[config.mk]
export PLATFORM = sky130hd
export DESIGN_NAME = historico_ataques
export DESIGN_NICKNAME = d
export VERILOG_FILES = /design/src/rtl/historico_pkg.sv /design/src/rtl/mapa_visitados.sv /design/src/rtl/historico_ataques.sv
export SDC_FILE = /design/constraint.sdc
export NUM_CORES = 1
export LEC_CHECK = 0
export ABC_AREA = 1
export BUFFER_PORTS_ARGS = -buffer_cell sky130_fd_sc_hd__buf_2
export CAP_MARGIN = 10
export CORE_ASPECT_RATIO = 0.5
export CORE_UTILIZATION = 35
export DETAILED_ROUTE_END_ITERATION = 6
export GPL_TIMING_DRIVEN = 1
export PLACE_DENSITY_LB_ADDON = 0.2
export SLEW_MARGIN = 0
export SYNTH_ARGS = -nofsm -noshare
export SYNTH_HDL_FRONTEND = slang
export SYNTH_SLANG_ARGS = --single-unit
[constraint.sdc]
create_clock -name clock_in -period 3.2 [get_ports clock_in]
set_clock_uncertainty 0.15 [all_clocks]
set_input_delay 0.16 -clock clock_in [delete_from_list [all_inputs] [get_ports clock_in]]
set_output_delay 0.16 -clock clock_in [all_outputs]
set_load 0.01 [all_outputs]
[src/rtl/historico_pkg.sv]
// historico_pkg: board geometry, coordinate widths and the history entry
// type shared by the attack-history recorder and its visited-cell map.
package historico_pkg;

   localparam int COLUNAS = 5;
   localparam int LINHAS  = 7;
   localparam int CELULAS = COLUNAS * LINHAS;

   localparam int COL_W = 3;
   localparam int LIN_W = 3;
   localparam int CEL_W = 6;

   typedef struct packed {
      logic [COL_W-1:0] coluna;
      logic [LIN_W-1:0] linha;
      logic             acerto;
   } entrada_t;

   // Linear cell number, linha*COLUNAS + coluna (wide enough for any 3-bit pair).
   function automatic logic [CEL_W-1:0] celula(input logic [COL_W-1:0] c,
                                               input logic [LIN_W-1:0] l);
      logic [CEL_W-1:0] cw;
      logic [CEL_W-1:0] lw;
      cw = {{(CEL_W-COL_W){1'b0}}, c};
      lw = {{(CEL_W-LIN_W){1'b0}}, l};
      return (lw * CEL_W'(COLUNAS)) + cw;
   endfunction

endpackage

[src/rtl/mapa_visitados.sv]
// mapa_visitados: one flag per board cell. ja_visitado reports the current
// flag of the addressed cell while testar is high; marcar sets it on the edge.
module mapa_visitados
   import historico_pkg::*;
(
   input  logic             clock_in,
   input  logic             reset_n,
   input  logic             limpar,
   input  logic [COL_W-1:0] coluna,
   input  logic [LIN_W-1:0] linha,
   input  logic             testar,
   input  logic             marcar,
   output logic             ja_visitado
);

   logic [CELULAS-1:0] mapa_reg;
   logic [CELULAS-1:0] sel;
   logic [CEL_W-1:0]   idx;

   assign idx = celula(coluna, linha);

   genvar gi;
   generate
      for (gi = 0; gi < CELULAS; gi++) begin : g_cel
         assign sel[gi] = (idx == CEL_W'(gi));

         // Per-cell sticky flag, cleared by reset or limpar.
         always_ff @(posedge clock_in or negedge reset_n) begin
            if (!reset_n)
               mapa_reg[gi] <= 1'b0;
            else if (limpar)
               mapa_reg[gi] <= 1'b0;
            else if (marcar && sel[gi])
               mapa_reg[gi] <= 1'b1;
         end
      end
   endgenerate

   // Out-of-board indices select no cell, so they never read as visited.
   assign ja_visitado = testar & (|(mapa_reg & sel));

endmodule

[src/rtl/historico_ataques.sv]
// historico_ataques: circular log of accepted attacks with saturating totals
// and a browse pointer for the display path.
// Optional feature macro: HISTORICO_DUPLICADO_EN (builds the visited-cell map
// and rejects repeated shots; undefined means repeats are recorded normally).
module historico_ataques
   import historico_pkg::*;
#(
   parameter int PROFUNDIDADE = 8,
   parameter int TOTAL_W      = 8
)(
   input  logic                            clock_in,
   input  logic                            reset_n,
   input  logic                            enable,
   input  logic                            limpar,
   input  logic                            ataque_valido,
   input  logic [COL_W-1:0]                coluna,
   input  logic [LIN_W-1:0]                linha,
   input  logic                            acerto,
   input  logic                            navegar,
   output logic                            duplicado,
   output logic                            invalido,
   output logic [COL_W-1:0]                hist_coluna,
   output logic [LIN_W-1:0]                hist_linha,
   output logic                            hist_acerto,
   output logic                            hist_valido,
   output logic [$clog2(PROFUNDIDADE)-1:0] hist_indice,
   output logic                            cheio,
   output logic [TOTAL_W-1:0]              total_ataques,
   output logic [TOTAL_W-1:0]              total_acertos
);

   localparam int            IW       = $clog2(PROFUNDIDADE);
   localparam logic [IW:0]   CONT_MAX = (IW+1)'(PROFUNDIDADE);

   entrada_t            mem [PROFUNDIDADE];

   logic [IW-1:0]       wr_ptr_reg, wr_ptr_next;
   logic [IW:0]         cont_reg, cont_next;
   logic [IW-1:0]       indice_reg, indice_next;
   logic [IW:0]         indice_inc;
   logic [TOTAL_W-1:0]  tot_at_reg, tot_at_next;
   logic [TOTAL_W-1:0]  tot_ac_reg, tot_ac_next;
   logic                dup_reg, dup_next;
   logic                inv_reg, inv_next;
   entrada_t            hist_reg;
   entrada_t            entrada_in;
   logic [IW-1:0]       rd_addr;

   logic                ataque_ev;
   logic                fora;
   logic                repetido;
   logic                aceito;
   logic                navega;

   assign entrada_in.coluna = coluna;
   assign entrada_in.linha  = linha;
   assign entrada_in.acerto = acerto;

   assign ataque_ev = ataque_valido & enable;
   assign fora      = (coluna >= COL_W'(COLUNAS)) || (linha >= LIN_W'(LINHAS));

`ifdef HISTORICO_DUPLICADO_EN
   mapa_visitados u_mapa (
      .clock_in    (clock_in),
      .reset_n     (reset_n),
      .limpar      (limpar),
      .coluna      (coluna),
      .linha       (linha),
      .testar      (ataque_ev & ~fora),
      .marcar      (aceito),
      .ja_visitado (repetido)
   );
`else
   assign repetido = 1'b0;
`endif

   assign aceito     = ~limpar & ataque_ev & ~fora & ~repetido;
   assign navega     = ~limpar & ~ataque_ev & navegar & enable & (cont_reg != '0);
   assign indice_inc = {1'b0, indice_reg} + 1'b1;

   // Next-state for pointers, totals and rejection pulses (limpar > attack > browse).
   always_comb begin
      wr_ptr_next = wr_ptr_reg;
      cont_next   = cont_reg;
      indice_next = indice_reg;
      tot_at_next = tot_at_reg;
      tot_ac_next = tot_ac_reg;
      dup_next    = 1'b0;
      inv_next    = 1'b0;
      if (limpar) begin
         wr_ptr_next = '0;
         cont_next   = '0;
         indice_next = '0;
         tot_at_next = '0;
         tot_ac_next = '0;
      end else if (ataque_ev) begin
         if (fora) begin
            inv_next = 1'b1;
         end else if (repetido) begin
            dup_next = 1'b1;
         end else begin
            wr_ptr_next = wr_ptr_reg + 1'b1;
            if (cont_reg != CONT_MAX)
               cont_next = cont_reg + 1'b1;
            indice_next = '0;
            if (~&tot_at_reg)
               tot_at_next = tot_at_reg + 1'b1;
            if (acerto && (~&tot_ac_reg))
               tot_ac_next = tot_ac_reg + 1'b1;
         end
      end else if (navega) begin
         indice_next = (indice_inc >= cont_reg) ? '0 : indice_inc[IW-1:0];
      end
   end

   // Slot the display will show after this edge: newest minus browse distance.
   assign rd_addr = wr_ptr_next - IW'(1) - indice_next;

   // State registers.
   always_ff @(posedge clock_in or negedge reset_n) begin
      if (!reset_n) begin
         wr_ptr_reg <= '0;
         cont_reg   <= '0;
         indice_reg <= '0;
         tot_at_reg <= '0;
         tot_ac_reg <= '0;
         dup_reg    <= 1'b0;
         inv_reg    <= 1'b0;
      end else begin
         wr_ptr_reg <= wr_ptr_next;
         cont_reg   <= cont_next;
         indice_reg <= indice_next;
         tot_at_reg <= tot_at_next;
         tot_ac_reg <= tot_ac_next;
         dup_reg    <= dup_next;
         inv_reg    <= inv_next;
      end
   end

   // Entry storage; no reset so it maps onto block RAM.
   always_ff @(posedge clock_in) begin
      if (aceito)
         mem[wr_ptr_reg] <= entrada_in;
   end

   // Registered browse output; a fresh write is forwarded since it is the newest.
   always_ff @(posedge clock_in or negedge reset_n) begin
      if (!reset_n)
         hist_reg <= '0;
      else if (limpar)
         hist_reg <= '0;
      else if (aceito)
         hist_reg <= entrada_in;
      else if (navega)
         hist_reg <= mem[rd_addr];
   end

   assign hist_valido   = (cont_reg != '0);
   assign hist_coluna   = hist_valido ? hist_reg.coluna : '0;
   assign hist_linha    = hist_valido ? hist_reg.linha  : '0;
   assign hist_acerto   = hist_valido & hist_reg.acerto;
   assign hist_indice   = indice_reg;
   assign cheio         = (cont_reg == CONT_MAX);
   assign total_ataques = tot_at_reg;
   assign total_acertos = tot_ac_reg;
   assign duplicado     = dup_reg;
   assign invalido      = inv_reg;

endmodule
Yosys cells after proc, flatten, opt, wreduce, memory -nomap -nowiden
Memory sizes are Yosys's and may differ from the RTL's.
Cells that the tools add are included.
Storage, ports and cells
  register bits: 34
  latch bits: 0
  RAM bits: 56
  memory bits (read-only): 0
  output and inout bits: 30
  word-level logic and storage cells: 78
  memories: 1
Memories
  mem: words 8, width 7, read ports 1, clocked after Yosys merged registers in 0, wr ports 1, RTL line historico_ataques.sv:35  | entrada_t mem [PROFUNDIDADE];
Operators by class
  add/subtract/negate cells: 7
  multiply operators: 0
  div/mod/pow operators: 0
  magnitude comparators: 3
  equality and inequality tests: 4
  shift operators: 0
  mux-type cells: 30
  bitwise gates (word level): 11
  reductions and logical operators: 13
Operators by type and width (count)
  2-to-1 mux 8 bit: 8
  2-to-1 mux 3 bit: 10
  2-to-1 mux 7 bit: 3
  adder 8 x 1 -> 8 bit, second input constant: 2
  2-to-1 mux 4 bit: 4
  AND reduction 8 bit: 2
  AND reduction 3 bit: 3
  bitwise AND 1 bit: 8
  >= comparator 3 bit, second input constant: 2
  nonzero test 2 bit: 3
  2-to-1 mux 1 bit: 5
  adder 3 x 1 -> 4 bit, second input constant: 1
  adder 4 x 1 -> 4 bit, second input constant: 1
  equality test 4 bit, second input constant: 1
  >= comparator 4 bit: 1
  != test 2 bit, second input constant: 2
  != test 4 bit, second input constant: 1
  nonzero test 4 bit: 1
  adder 3 x 1 -> 3 bit, second input constant: 1
  NOT 1 bit: 3
  nonzero test 3 bit: 1
  subtractor 3 x 1 -> 3 bit, second input constant: 1
  subtractor 3 bit: 1
  logical AND 1 bit: 1
  2 further kinds: 2

Longest topological paths before layout
An unclocked memory read counts as a cell.
  word-level depth: 14
  gate-level depth with buffers: 20

Worst setup path after synthesis
OpenSTA, ideal clock, no wires.
  path kind: register to register
  from: register indice_reg[0], in the netlist hist_indice[0]
  to: register hist_reg[3] in the netlist's numbering
  arrival: 2.982 ns
  setup slack: 0.002 ns
  stages on the path, launching flop included: 20
  buffers on the path: 1
  cell sequence: dfrtp_1 -> ha_1 -> xor2_1 -> ha_1 -> a21o_1 -> nor2_2 -> nand2_1 -> nand2_1 -> o21a_1 -> inv_1 -> ha_1 -> fa_1 -> inv_1 -> clkbuf_1 -> o21ai_0 -> o22ai_1 -> nand3_1 -> nand3_1 -> nand2_1 -> nand2_1
Between the ends
  word-level cells in the longest chain between the ends: 11
  elaborated cells on any way between the ends: 12
  classes of those cells: 2 x add/sub; 1 x order compare; 8 x mux; 1 x memory
Ends and longest elaborated chain
  start: declaration: RTL line historico_ataques.sv:39  | logic [IW-1:0] indice_reg, indice_next;
  start signal: assignment: RTL line historico_ataques.sv:132  | indice_reg <= indice_next;
  adder 3 x 1 -> 4 bit: RTL line historico_ataques.sv:79  | assign indice_inc = {1'b0, indice_reg} + 1'b1;
  >= comparator 4 bit: RTL line historico_ataques.sv:112  | indice_next = (indice_inc >= cont_reg) ? '0 : indice_inc[IW-1:0];
  2-to-1 mux 3 bit: RTL line historico_ataques.sv:112
  2-to-1 mux 3 bit: RTL line historico_ataques.sv:111  | end else if (navega) begin
  2-to-1 mux 3 bit *: RTL line historico_ataques.sv:96  | end else if (ataque_ev) begin
  2-to-1 mux 3 bit *: RTL line historico_ataques.sv:90  | if (limpar) begin
  named net indice_next[0]: RTL line historico_ataques.sv:39
  subtractor 3 bit *: RTL line historico_ataques.sv:117  | assign rd_addr = wr_ptr_next - IW'(1) - indice_next;
  memory (8 x 7 bit) *
  2-to-1 mux 7 bit *: RTL line historico_ataques.sv:154  | else if (navega)
  2-to-1 mux 7 bit *: RTL line historico_ataques.sv:152  | else if (aceito)
  2-to-1 mux 7 bit *: RTL line historico_ataques.sv:150  | else if (limpar)
  end signal: assignment: RTL line historico_ataques.sv:153  | hist_reg <= entrada_in;
  end signal: assignment: RTL line historico_ataques.sv:155  | hist_reg <= mem[rd_addr];
  end: declaration: RTL line historico_ataques.sv:45  | entrada_t hist_reg;
The timed path passes the listed nets; every way through them passes the cells marked *. The select of a mux whose other input is x is not followed.
A chain may end at the register's enable or synchronous reset.

Worst setup path in the final report
  from: register indice_reg[1], in the netlist hist_indice[1]
  to: register hist_reg[3] in the netlist's numbering
Between the ends
  word-level cells in the longest chain between the ends: 11
  elaborated cells on any way between the ends: 12
  classes of those cells: 2 x add/sub; 1 x order compare; 8 x mux; 1 x memory
Ends and longest elaborated chain (RTL line)
  adder 3 x 1 -> 4 bit: historico_ataques.sv:79
  >= comparator 4 bit: historico_ataques.sv:112
  2-to-1 mux 3 bit: historico_ataques.sv:112
  2-to-1 mux 3 bit: historico_ataques.sv:111
  2-to-1 mux 3 bit: historico_ataques.sv:96
  2-to-1 mux 3 bit: historico_ataques.sv:90
  named net indice_next[0]: historico_ataques.sv:39
  subtractor 3 bit: historico_ataques.sv:117
  memory (8 x 7 bit)
  2-to-1 mux 7 bit: historico_ataques.sv:154
  2-to-1 mux 7 bit: historico_ataques.sv:152
  2-to-1 mux 7 bit: historico_ataques.sv:150
The timed path passes the listed nets, and every way through them passes these cells. The select of a mux whose other input is x is not followed.

==> results.sh <==
export IMPL_worstMarginPinSlew_ns=0.833
export IMPL_yosysUniqueCellTypes=36
export IMPL_totalWireLength_um=10800
export IMPL_path_class="flip-flop to flip-flop"
export IMPL_route_detailed_drc=1
export IMPL_max_slew_margin_pct=44.5
export IMPL_status="finished, violations left"
export IMPL_clock_sinks=90
export IMPL_grt_pass1_vias=3416
export IMPL_via_per_inst=4.92
export IMPL_detail_route_wl_per_cell_um=15.7
export IMPL_yosysSeqAreaShare_pct=59.4
export IMPL_cpMostUsedCell="nand2_1"
export IMPL_die_y_um=80.1
export IMPL_dr_pass1_iters=6
export IMPL_reg2reg_slack_ns=-0.1
export IMPL_async_flop_share_pct=37.8
export IMPL_numCtsBuffers=9
export IMPL_dp_cells=667
export IMPL_syn_to_final_growth_pct=29.8
export IMPL_cts_tree="done"
export IMPL_hold_viol=0
export IMPL_violations="DRC, setup timing"
export IMPL_ant_nets=0
export IMPL_post_route_period_util_pct=103
export IMPL_synth_edff_count=56
export IMPL_slew_violations=0
export IMPL_min_to="mem[2][6]"
export IMPL_grt_overflow=0
export IMPL_power_density_nw_per_um2=487
export IMPL_place_ws_ns=-0.136
export IMPL_min_from="coluna[2]"
export IMPL_rsz0062_at_grt="yes"
export IMPL_clk_pin_slew_ns=0.07
export IMPL_largest_reg_flops=56
export IMPL_clock_latency_ns=0.34
export IMPL_nNetsFinal=547
export IMPL_core_rowCount=28
export IMPL_fin_tns_setup_ns=-0.509
export IMPL_synth_area_um2=4270
export IMPL_fin_crit_ns=3.30
export IMPL_synth_largest_area_cell="edfxtp_1"
export IMPL_hold_class="input pin to flip-flop"
export IMPL_end_kind="flip-flop"
export IMPL_hold_depth=1
export IMPL_grt_pass1_wl_um=17700
export IMPL_clock_path_buffers=2
export IMPL_max_clock_freq_mhz=303
export IMPL_cp_cell_sequence="ha_4 > xor2_2 > ha_4 > a21o_1 > nor2_2 > nand2_1 > nand2_1 > o21a_1 > inv_1 > ha_2 > fa_2 > inv_2 > buf_6 > o21ai_2 > o22ai_2 > nand3_1 > nand3_1 > nand2_1 > nand2_1"
export IMPL_ys_ff_latch=90
export IMPL_cp_slowest_stage_delay_ns=0.63
export IMPL_synth_top_area_share_pct=39.4
export IMPL_top_register="mem"
export IMPL_r2r_end="hist_reg[3]"
export IMPL_start_kind="flip-flop"
export IMPL_max_cap_violations=0
export IMPL_worst_path_dominant_cell_family="adder cells"
export IMPL_htreeDepth=3
export IMPL_core_area_um2=11800
export IMPL_drive_above_1_share_pct=32.3
export IMPL_vias=3404
export IMPL_drt_iter0_drc=219
export IMPL_reg2reg_from="hist_indice[1]"
export IMPL_synth_nets=456
export IMPL_synth_area_per_cell_um2=9.90
export IMPL_fin_ws_ns=-0.0956
export IMPL_cp_data_required_time_ns=3.28
export IMPL_worst_path_max_delay_cell="fa_2"
export IMPL_start_util_pct=36.0
export IMPL_diodes=0
export IMPL_crit_buf_inv=3
export IMPL_grt_max_degree=35
export IMPL_final_cells=692
export IMPL_synth_area_leaders="edfxtp_1 (39%), dfrtp_1 (20%), nor2_1 (4.9%)"
export IMPL_cts_root_buf="clkbuf_16"
export IMPL_gp_congestion=0.782
export IMPL_synth_ff_type="edfxtp_1"
export IMPL_total_leakage_power_uw=0.00241
export IMPL_ioPinCount=43
export IMPL_r2r_cells=19
export IMPL_hpwl_um=7710
export IMPL_groute_usage_overall_pct=18.6
export IMPL_path_max_fanout=7
export IMPL_vdd_ir_drop_worst_mv=0.267
export IMPL_worstPathArrival_ns=3.38
export IMPL_antenna_found_initial=0
export IMPL_portBuffers=41
export IMPL_dieArea_um2=12700
export IMPL_die_w_um=158
export IMPL_syn_inst=431
export IMPL_setup_viol=7
export IMPL_yosysWarnings=0
cell usage in the layout, fill, tap and decap left out, types with 9 or more instances in the layout:
cell and count:
nor2_1 56, edfxtp_1 56, inv_1 49, nand2_1 43, buf_2 41, buf_4 41
dfrtp_1 34, nand3_1 32, o21ai_2 21, a21oi_1 20, o21ai_0 16, nand2_2 10
o22ai_2 10, clkbuf_16 9
area by class of cell:
class                           count  area, um^2
Sequential cell                    90        2530
Clock buffer                        9         225
Clock inverter                      7        76.3
Timing Repair Buffer               91         612
Fill cell                        1156        6310
Tap cell                          165         206
Inverter                           55         211
Multi-Input combinational cell    275        1670
stage by stage:
stage               power, uW  utilization [%]  hold slack, ns  area [um^2]
finish                   2690             46.7          0.0342         5540
global route             2810             46.7          0.0254         5540
CTS                      2700             45.6          0.0164         5410
detailed placement       1580             41.7           0.170         4940
global placement         1580             41.7           0.167         4940
floorplan                1450                -          -0.286         4270
synth_stat cells (3+ instances only):
cell / n
a21oi_1: 20
buf_2: 3
clkbuf_1: 7
dfrtp_1: 34
edfxtp_1: 56
ha_1: 11
inv_1: 51
inv_2: 3
nand2_1: 44
nand2_2: 9
nand3_1: 33
nand3_2: 4
nand4_1: 7
nor2_1: 56
nor2_2: 3
nor3_1: 8
nor4_1: 8
o21ai_0: 40
o22ai_1: 15
cells by family after synthesis:
logic type | count (synthesis) | share of synthesized area (%)
AOI/OAI and AO/OA | 84 | 11.0
other | 1 | 0.0879
DFF | 90 | 59.4
buffers and inverters | 66 | 6.04
xor gates and xnor gates | 1 | 0.205
and+or+nand+nor | 177 | 19.6
adders and majority gates | 12 | 3.70
per-layer routing:
| layer | global-route usage, % | vias up | share of wire [%] |
|---|---|---|---|
| li1 | - | 1677 | - |
| met2 | 30.2 | 68 | 47 |
| met5 | 0 | - | 0 |
| met4 | 3.85 | 0 | 0.54 |
| met3 | 4.37 | 6 | 4.7 |
| met1 | 25.4 | 1653 | 48 |
worst max path at each step:
| stage | startpoint | end | slack [ns] | cells past startpoint |
|---|---|---|---|---|
| 2_1_floorplan | hist_indice[0] | hist_reg[3] | 0.002 | 19 |
| 3_3_place_gp | hist_indice[0] | hist_reg[2] | -0.07 | 19 |
| 3_5_place_dp | hist_indice[0] | hist_reg[2] | -0.14 | 19 |
| 4_1_cts | hist_indice[1] | hist_reg[1] | -0.08 | 19 |
| 5_1_grt | hist_indice[1] | hist_reg[0] | -0.25 | 19 |
| 6_report | hist_indice[1] | hist_reg[3] | -0.1 | 19 |
power breakdown:
part           leakage [uW]  internal, uW  switching (uW)
Combinational       0.00129           134             202
Clock              0.000148           614             470
Sequential         0.000970          1260            15.6
Total               0.00241          2010             687
worst register-to-register path, stage by stage, from the launching register on:
cell and delay, ns:
dfrtp_1 0.42, ha_4 0.18, xor2_2 0.16, ha_4 0.17
a21o_1 0.18, nor2_2 0.12, nand2_1 0.08, nand2_1 0.06
o21a_1 0.13, inv_1 0.05, ha_2 0.18, fa_2 0.63
inv_2 0.08, buf_6 0.15, o21ai_2 0.07, o22ai_2 0.09
nand3_1 0.08, nand3_1 0.08, nand2_1 0.09, nand2_1 0.06
repair_timing:
action	CTS	global route
pin swaps	35	39
resized for setup	46	30
buffers inserted	5	1
hold buffers	2	0
endpoints found under the hold margin	42	0
cloned	1	0
endpoints found under the setup margin	7	7
No activity file was read; power rests on OpenSTA's default activity.
